## src/rtl/tlu_dut_rx.sv

```systemverilog
// DUT-side TLU trigger receiver: detects a trigger, clocks in the serial trigger ID
// LSB first, and hands it to the readout over a valid/ready handshake.
module tlu_dut_rx #(
    parameter int CLK_DIV = 4,
    parameter int ID_BITS = 15,
    parameter int TIMEOUT = 255
) (
    input  logic               SYS_CLK,
    input  logic               SYS_RST_N,
    input  logic               ENABLE,
    input  logic               TLU_TRIGGER,
    output logic               TLU_BUSY,
    output logic               TLU_CLOCK,
    output logic [ID_BITS-1:0] ID,
    output logic               ID_VALID,
    input  logic               ID_READY,
    output logic               ID_MISMATCH,
    output logic [7:0]         ERR_CNT
);

    localparam int PW = (CLK_DIV > 1) ? $clog2(CLK_DIV) : 1;
    localparam int BW = $clog2(ID_BITS + 1);
    localparam int TW = $clog2(TIMEOUT + 1);
    localparam logic [PW-1:0] PH_LAST  = PW'(CLK_DIV - 1);
    localparam logic [BW-1:0] BIT_LAST = BW'(ID_BITS - 1);
    localparam logic [TW-1:0] TO_LAST  = TW'(TIMEOUT - 1);

    typedef enum logic [2:0] {
        S_IDLE,
        S_WAIT_REL,
        S_SETUP,
        S_HIGH,
        S_LOW,
        S_OUTPUT
    } state_e;

    state_e             state_q, state_d;
    logic               trig_meta_q, trig_meta_d;
    logic               trig_s_q, trig_s_d;
    logic               trig_d_q, trig_d_d;
    logic [PW-1:0]      phase_q, phase_d;
    logic [BW-1:0]      bit_q, bit_d;
    logic [TW-1:0]      to_q, to_d;
    logic [ID_BITS-1:0] shift_q, shift_d;
    logic [ID_BITS-1:0] exp_q, exp_d;
    logic [7:0]         err_q, err_d;
    logic               busy_q, busy_d;
    logic               clk_q, clk_d;
    logic               valid_q, valid_d;
    logic               mm_q, mm_d;
    logic               rise;
    logic               phase_last;

    // NOTE: every signal gets a default before the case so no path leaves it unassigned (no latches).
    always_comb begin
        state_d     = state_q;
        phase_d     = phase_q;
        bit_d       = bit_q;
        to_d        = to_q;
        shift_d     = shift_q;
        exp_d       = exp_q;
        err_d       = err_q;
        trig_meta_d = TLU_TRIGGER;
        trig_s_d    = trig_meta_q;
        trig_d_d    = trig_s_q;
        rise        = trig_s_q & ~trig_d_q;
        phase_last  = (phase_q == PH_LAST);

        case (state_q)
            S_IDLE: begin
                if (ENABLE && rise) begin
                    state_d = S_WAIT_REL;
                    to_d    = '0;
                end
            end
            S_WAIT_REL: begin
                if (!trig_s_q) begin
                    state_d = S_SETUP;
                    phase_d = '0;
                end else if (to_q == TO_LAST) begin
                    state_d = S_IDLE;
                    if (err_q != 8'hFF) err_d = err_q + 8'd1;
                end else begin
                    to_d = to_q + 1'b1;
                end
            end
            S_SETUP: begin
                phase_d = phase_last ? '0 : phase_q + 1'b1;
                bit_d   = '0;
                if (phase_last) state_d = S_HIGH;
            end
            S_HIGH: begin
                phase_d = phase_last ? '0 : phase_q + 1'b1;
                if (phase_last) state_d = S_LOW;
            end
            S_LOW: begin
                phase_d = phase_last ? '0 : phase_q + 1'b1;
                // Sample late in the low phase so the transmitter's round trip has settled.
                if (phase_last) begin
                    shift_d = {trig_s_q, shift_q[ID_BITS-1:1]};
                    bit_d   = bit_q + 1'b1;
                    state_d = (bit_q == BIT_LAST) ? S_OUTPUT : S_HIGH;
                end
            end
            S_OUTPUT: begin
                if (ID_READY) begin
                    exp_d   = shift_q + 1'b1;
                    state_d = S_IDLE;
                end
            end
            default: state_d = S_IDLE;
        endcase

        // Outputs are registered from the next state so they align with the state change.
        busy_d  = (state_d != S_IDLE);
        clk_d   = (state_d == S_HIGH);
        valid_d = (state_d == S_OUTPUT);
        mm_d    = (state_d == S_OUTPUT) && (shift_d != exp_q);
    end

    // NOTE: sequential state uses non-blocking assignments so all flops update from pre-edge values.
    always_ff @(posedge SYS_CLK) begin
        if (!SYS_RST_N) begin
            state_q     <= S_IDLE;
            trig_meta_q <= 1'b0;
            trig_s_q    <= 1'b0;
            trig_d_q    <= 1'b0;
            phase_q     <= '0;
            bit_q       <= '0;
            to_q        <= '0;
            shift_q     <= '0;
            exp_q       <= '0;
            err_q       <= '0;
            busy_q      <= 1'b0;
            clk_q       <= 1'b0;
            valid_q     <= 1'b0;
            mm_q        <= 1'b0;
        end else begin
            state_q     <= state_d;
            trig_meta_q <= trig_meta_d;
            trig_s_q    <= trig_s_d;
            trig_d_q    <= trig_d_d;
            phase_q     <= phase_d;
            bit_q       <= bit_d;
            to_q        <= to_d;
            shift_q     <= shift_d;
            exp_q       <= exp_d;
            err_q       <= err_d;
            busy_q      <= busy_d;
            clk_q       <= clk_d;
            valid_q     <= valid_d;
            mm_q        <= mm_d;
        end
    end

    assign TLU_BUSY    = busy_q;
    assign TLU_CLOCK   = clk_q;
    assign ID          = shift_q;
    assign ID_VALID    = valid_q;
    assign ID_MISMATCH = mm_q;
    assign ERR_CNT     = err_q;

endmodule

```

## config.mk

```make
export PLATFORM = sky130hd
export DESIGN_NAME = tlu_dut_rx
export DESIGN_NICKNAME = d
export VERILOG_FILES = /design/src/rtl/tlu_dut_rx.sv
export SDC_FILE = /design/constraint.sdc
export NUM_CORES = 1
export LEC_CHECK = 0
export ABC_AREA = 1
export BUFFER_PORTS_ARGS = -buffer_cell sky130_fd_sc_hd__buf_2
export CORE_MARGIN = 5
export CORE_UTILIZATION = 52
export DETAILED_ROUTE_END_ITERATION = 6
export GPL_TIMING_DRIVEN = 0
export PLACE_DENSITY = 0.68
export SLEW_MARGIN = 20
export SYNTH_ARGS = -nofsm -noshare
export SYNTH_HDL_FRONTEND = slang
export SYNTH_SLANG_ARGS = --single-unit
```

## constraint.sdc

```tcl
create_clock -name SYS_CLK -period 2.03 [get_ports SYS_CLK]
set_input_delay 0.609 -clock SYS_CLK [delete_from_list [all_inputs] [get_ports SYS_CLK]]
set_output_delay 0.609 -clock SYS_CLK [all_outputs]
set_load 0.02 [all_outputs]
```

==> impl_metrics.tcl <==
set metrics [dict create \
    synth_area_leaders "dfxtp_1, nand2_1, a21oi_1" \
    die_h_um 91.5 \
    reg2reg_from "phase_q[0]" \
    synth-edff-count 0 \
    firstDrtPassIters 6 \
    max_slew_margin 0.588 \
    synth.distinct_cells 38 \
    worstPathMaxFanout 10 \
    worstRegToRegCells 10 \
    vias_per_cell 5.39 \
    gp_congestion 0.879 \
    min_period_ps 1860 \
    ant_nets 0 \
    cts_buffer_depth 2 \
    setup_tns_ps 0 \
    die-area_sq_mm 0.00838 \
    peakVddDrop_mv 0.337 \
    yosysMostFrequentCell "nand2_1" \
    grt_max_degree 11 \
    synth_flop_cell "dfxtp_1" \
    clk_latency_ps 340 \
    ys_seq_area_frac 0.359 \
    timing.final.crit_share 0.918 \
    yosysWarningCount 0 \
    start_util 0.538 \
    hold_ws_ps 415 \
    syn-instance-count 510 \
    p_leak_nw 1.79 \
    tightest_slew_ps 618 \
    overflow 0 \
    pwr-share-seq 0.510 \
    power.internal_mw 1.87 \
    slowest_delay_ps 360 \
    core-area_sq_mm 0.00642 \
    maxCapViolCount 0 \
    num_rows 29 \
    cp.required_ps 2260 \
    hp-class "reg2reg" \
    synth.cell_area_sq_mm 0.00346 \
    cp-end-kind "register" \
    nNetsFinal 565 \
    setup_viol 0 \
    cp_cell_sequence "ha_1 > buf_4 > buf_4 > nand4_1 > nand3_1 > nand2_1 > nor2_1 > nand2_1 > nor2_1 > a21oi_2" \
    rrSetupSlack_ps 170 \
    power_switching_uw 534 \
    yosys.area.top_type "dfxtp_1" \
    vias 3425 \
    grt_pass1_vias 3224 \
    ys_seq_elements 62 \
    synth_top_area_share 0.359 \
    root_buffer "clkbuf_8" \
    cts_sinks 62 \
    critPathKind "reg2reg" \
    first_iter_violations 184 \
    area_delta_synth_final_pct 13.5 \
    dp_hpwl_mm 6.24 \
    synthTopCellsByCount "nand2_1, dfxtp_1, inv_1" \
    max_freq_mhz 537 \
    holdPathEnd "trig_d_d" \
    status "completed" \
    grt_setup_unrepaired "no" \
    drc 0 \
    die_x_um 91.5 \
    arrival_ps 2090 \
    wl_mm 8.75 \
    clockPowerShare 0.463 \
    n_antenna_cell 0 \
    ios 32 \
    clkTransAtPathRegs_ps 70 \
    slew_viol_final 0 \
    routedWlPerCell_um 13.8 \
    portBuffers 31 \
    worstReg2RegEnd "ID_MISMATCH" \
    cts_tree "done" \
    slowest_stage "dfxtp_1" \
    ctsHoldBuffers 0 \
    grt_pass1_wl_mm 14.6 \
    fin_skew_ps 5.20 \
    dp.cells 618 \
    post_route_cells_drive_above_1_share 0.165 \
    numCtsBuffers 9 \
    hp-start "trig_meta_q" \
    min_delay_path_depth 2 \
    avgSynthCellArea_sq_um 6.78 \
    finalNonFillerCells 635 \
    swShare 0.222 \
    grtUsageTotal 0.216 \
    hold_violations 0 \
    cp-start-kind "register" \
    power_frac_comb 0.026 \
    antenna_found_initial 0 \
    postSynth.asyncResetShare 0 \
    synth.net_count 522 \
    p_per_area_mw_per_mm2 613 \
    h-tree-depth 3 \
]
==> through the flow <==
step	area (sq um)	utilization	setup WS, ps	total power, mW
2_1_floorplan	3460	-	368	1.29
3_3_place_gp	3710	0.577	-91.8	1.32
3_5_place_dp	3710	0.577	-134	1.32
4_1_cts	3910	0.609	104	2.43
5_1_grt	3920	0.611	25.5	2.50
6_report	3920	0.611	166	2.40
==> layout make-up <==
| cell class | instances | area, sq um |
|---|---|---|
| repair buffers | 32 | 163 |
| flip-flops and latches | 62 | 1240 |
| fillers | 626 | 2500 |
| clock buffers | 13 | 159 |
| plain buffers | 16 | 109 |
| inverters | 63 | 239 |
| well taps | 77 | 96.3 |
| multi-input cells | 369 | 1870 |
| clock inverters | 3 | 42.5 |
==> state kept, by name (all words and copies together) (netlist names) <==
| signal | cells |
|---|---|
| ID | 15 |
| exp_q | 15 |
| ERR_CNT | 8 |
| to_q | 8 |
| bit_q | 4 |
| state_q | 3 |
| phase_q | 2 |
| ID_MISMATCH | 1 |
| ID_VALID | 1 |
| TLU_BUSY | 1 |
| TLU_CLOCK | 1 |
| trig_d_d | 1 |
| trig_d_q | 1 |
| trig_meta_q | 1 |
==> logic make-up after synthesis <==
family / synth area share
flops: 0.359
simple gates: 0.364
compound gates: 0.115
fa+ha+maj: 0.0253
buf+inv: 0.0992
xor+xnor: 0.0380
==> layout by cell type, fill, tap and decap left out, types with 3 or more instances in the layout <==
cell type,n
clkbuf_1,6
dfxtp_1,62
nand3_2,6
nand4_1,17
inv_1,54
o21ai_0,25
nor3_1,6
nor2_1,40
nor2_2,7
buf_6,4
a21oi_1,44
nand3_1,34
nand2_2,4
clkbuf_8,11
buf_4,4
nor2_4,3
ha_1,7
xor2_1,13
inv_2,6
buf_2,34
nand2_1,144
==> worst max-delay path by stage <==
stage               start     endpoint  slack (ps)
2_1_floorplan       ID[1]    exp_q[14]         370
3_3_place_gp    SYS_RST_N       ID[10]         -90
3_5_place_dp    SYS_RST_N       ID[10]        -130
4_1_cts        phase_q[0]  ID_MISMATCH         100
5_1_grt        phase_q[0]  ID_MISMATCH          30
6_report       phase_q[0]  ID_MISMATCH         170
==> critical path: cells and delay by family, from the launching register on <==
kind / cells / cell delay [ps]
DFF: 1 / 360
buffers and inverters: 2 / 390
AOI/OAI and AO/OA: 1 / 80
adders and majority gates: 1 / 200
and+or+nand+nor: 6 / 710
==> power groups by stage <==
| stage | Clock (mW) | Combinational (mW) | Sequential [mW] |
|---|---|---|---|
| finish | 1.11 | 0.0634 | 1.23 |
| global route | 1.21 | 0.0710 | 1.23 |
| CTS | 1.14 | 0.0635 | 1.23 |
| detailed placement | 0 | 0.0631 | 1.26 |
| global placement | 0 | 0.0627 | 1.25 |
| floorplan | 0 | 0.0385 | 1.25 |
==> per-layer routing <==
| layer | global-route usage | wire length, um | vias to the layer above |
|---|---|---|---|
| li1 | - | - | 1732 |
| met1 | 0.266 | 4000 | 1540 |
| met2 | 0.353 | 4010 | 132 |
| met3 | 0.0405 | 556 | 21 |
| met4 | 0.122 | 182 | 0 |
| met5 | 0 | 0 | - |
==> what timing repair did <==
action,CTS,global route
setup buffers,0,1
hold endpoints to repair,0,0
setup endpoints to repair,0,1
resized for setup,0,3
(Power assumes the default switching activity.)
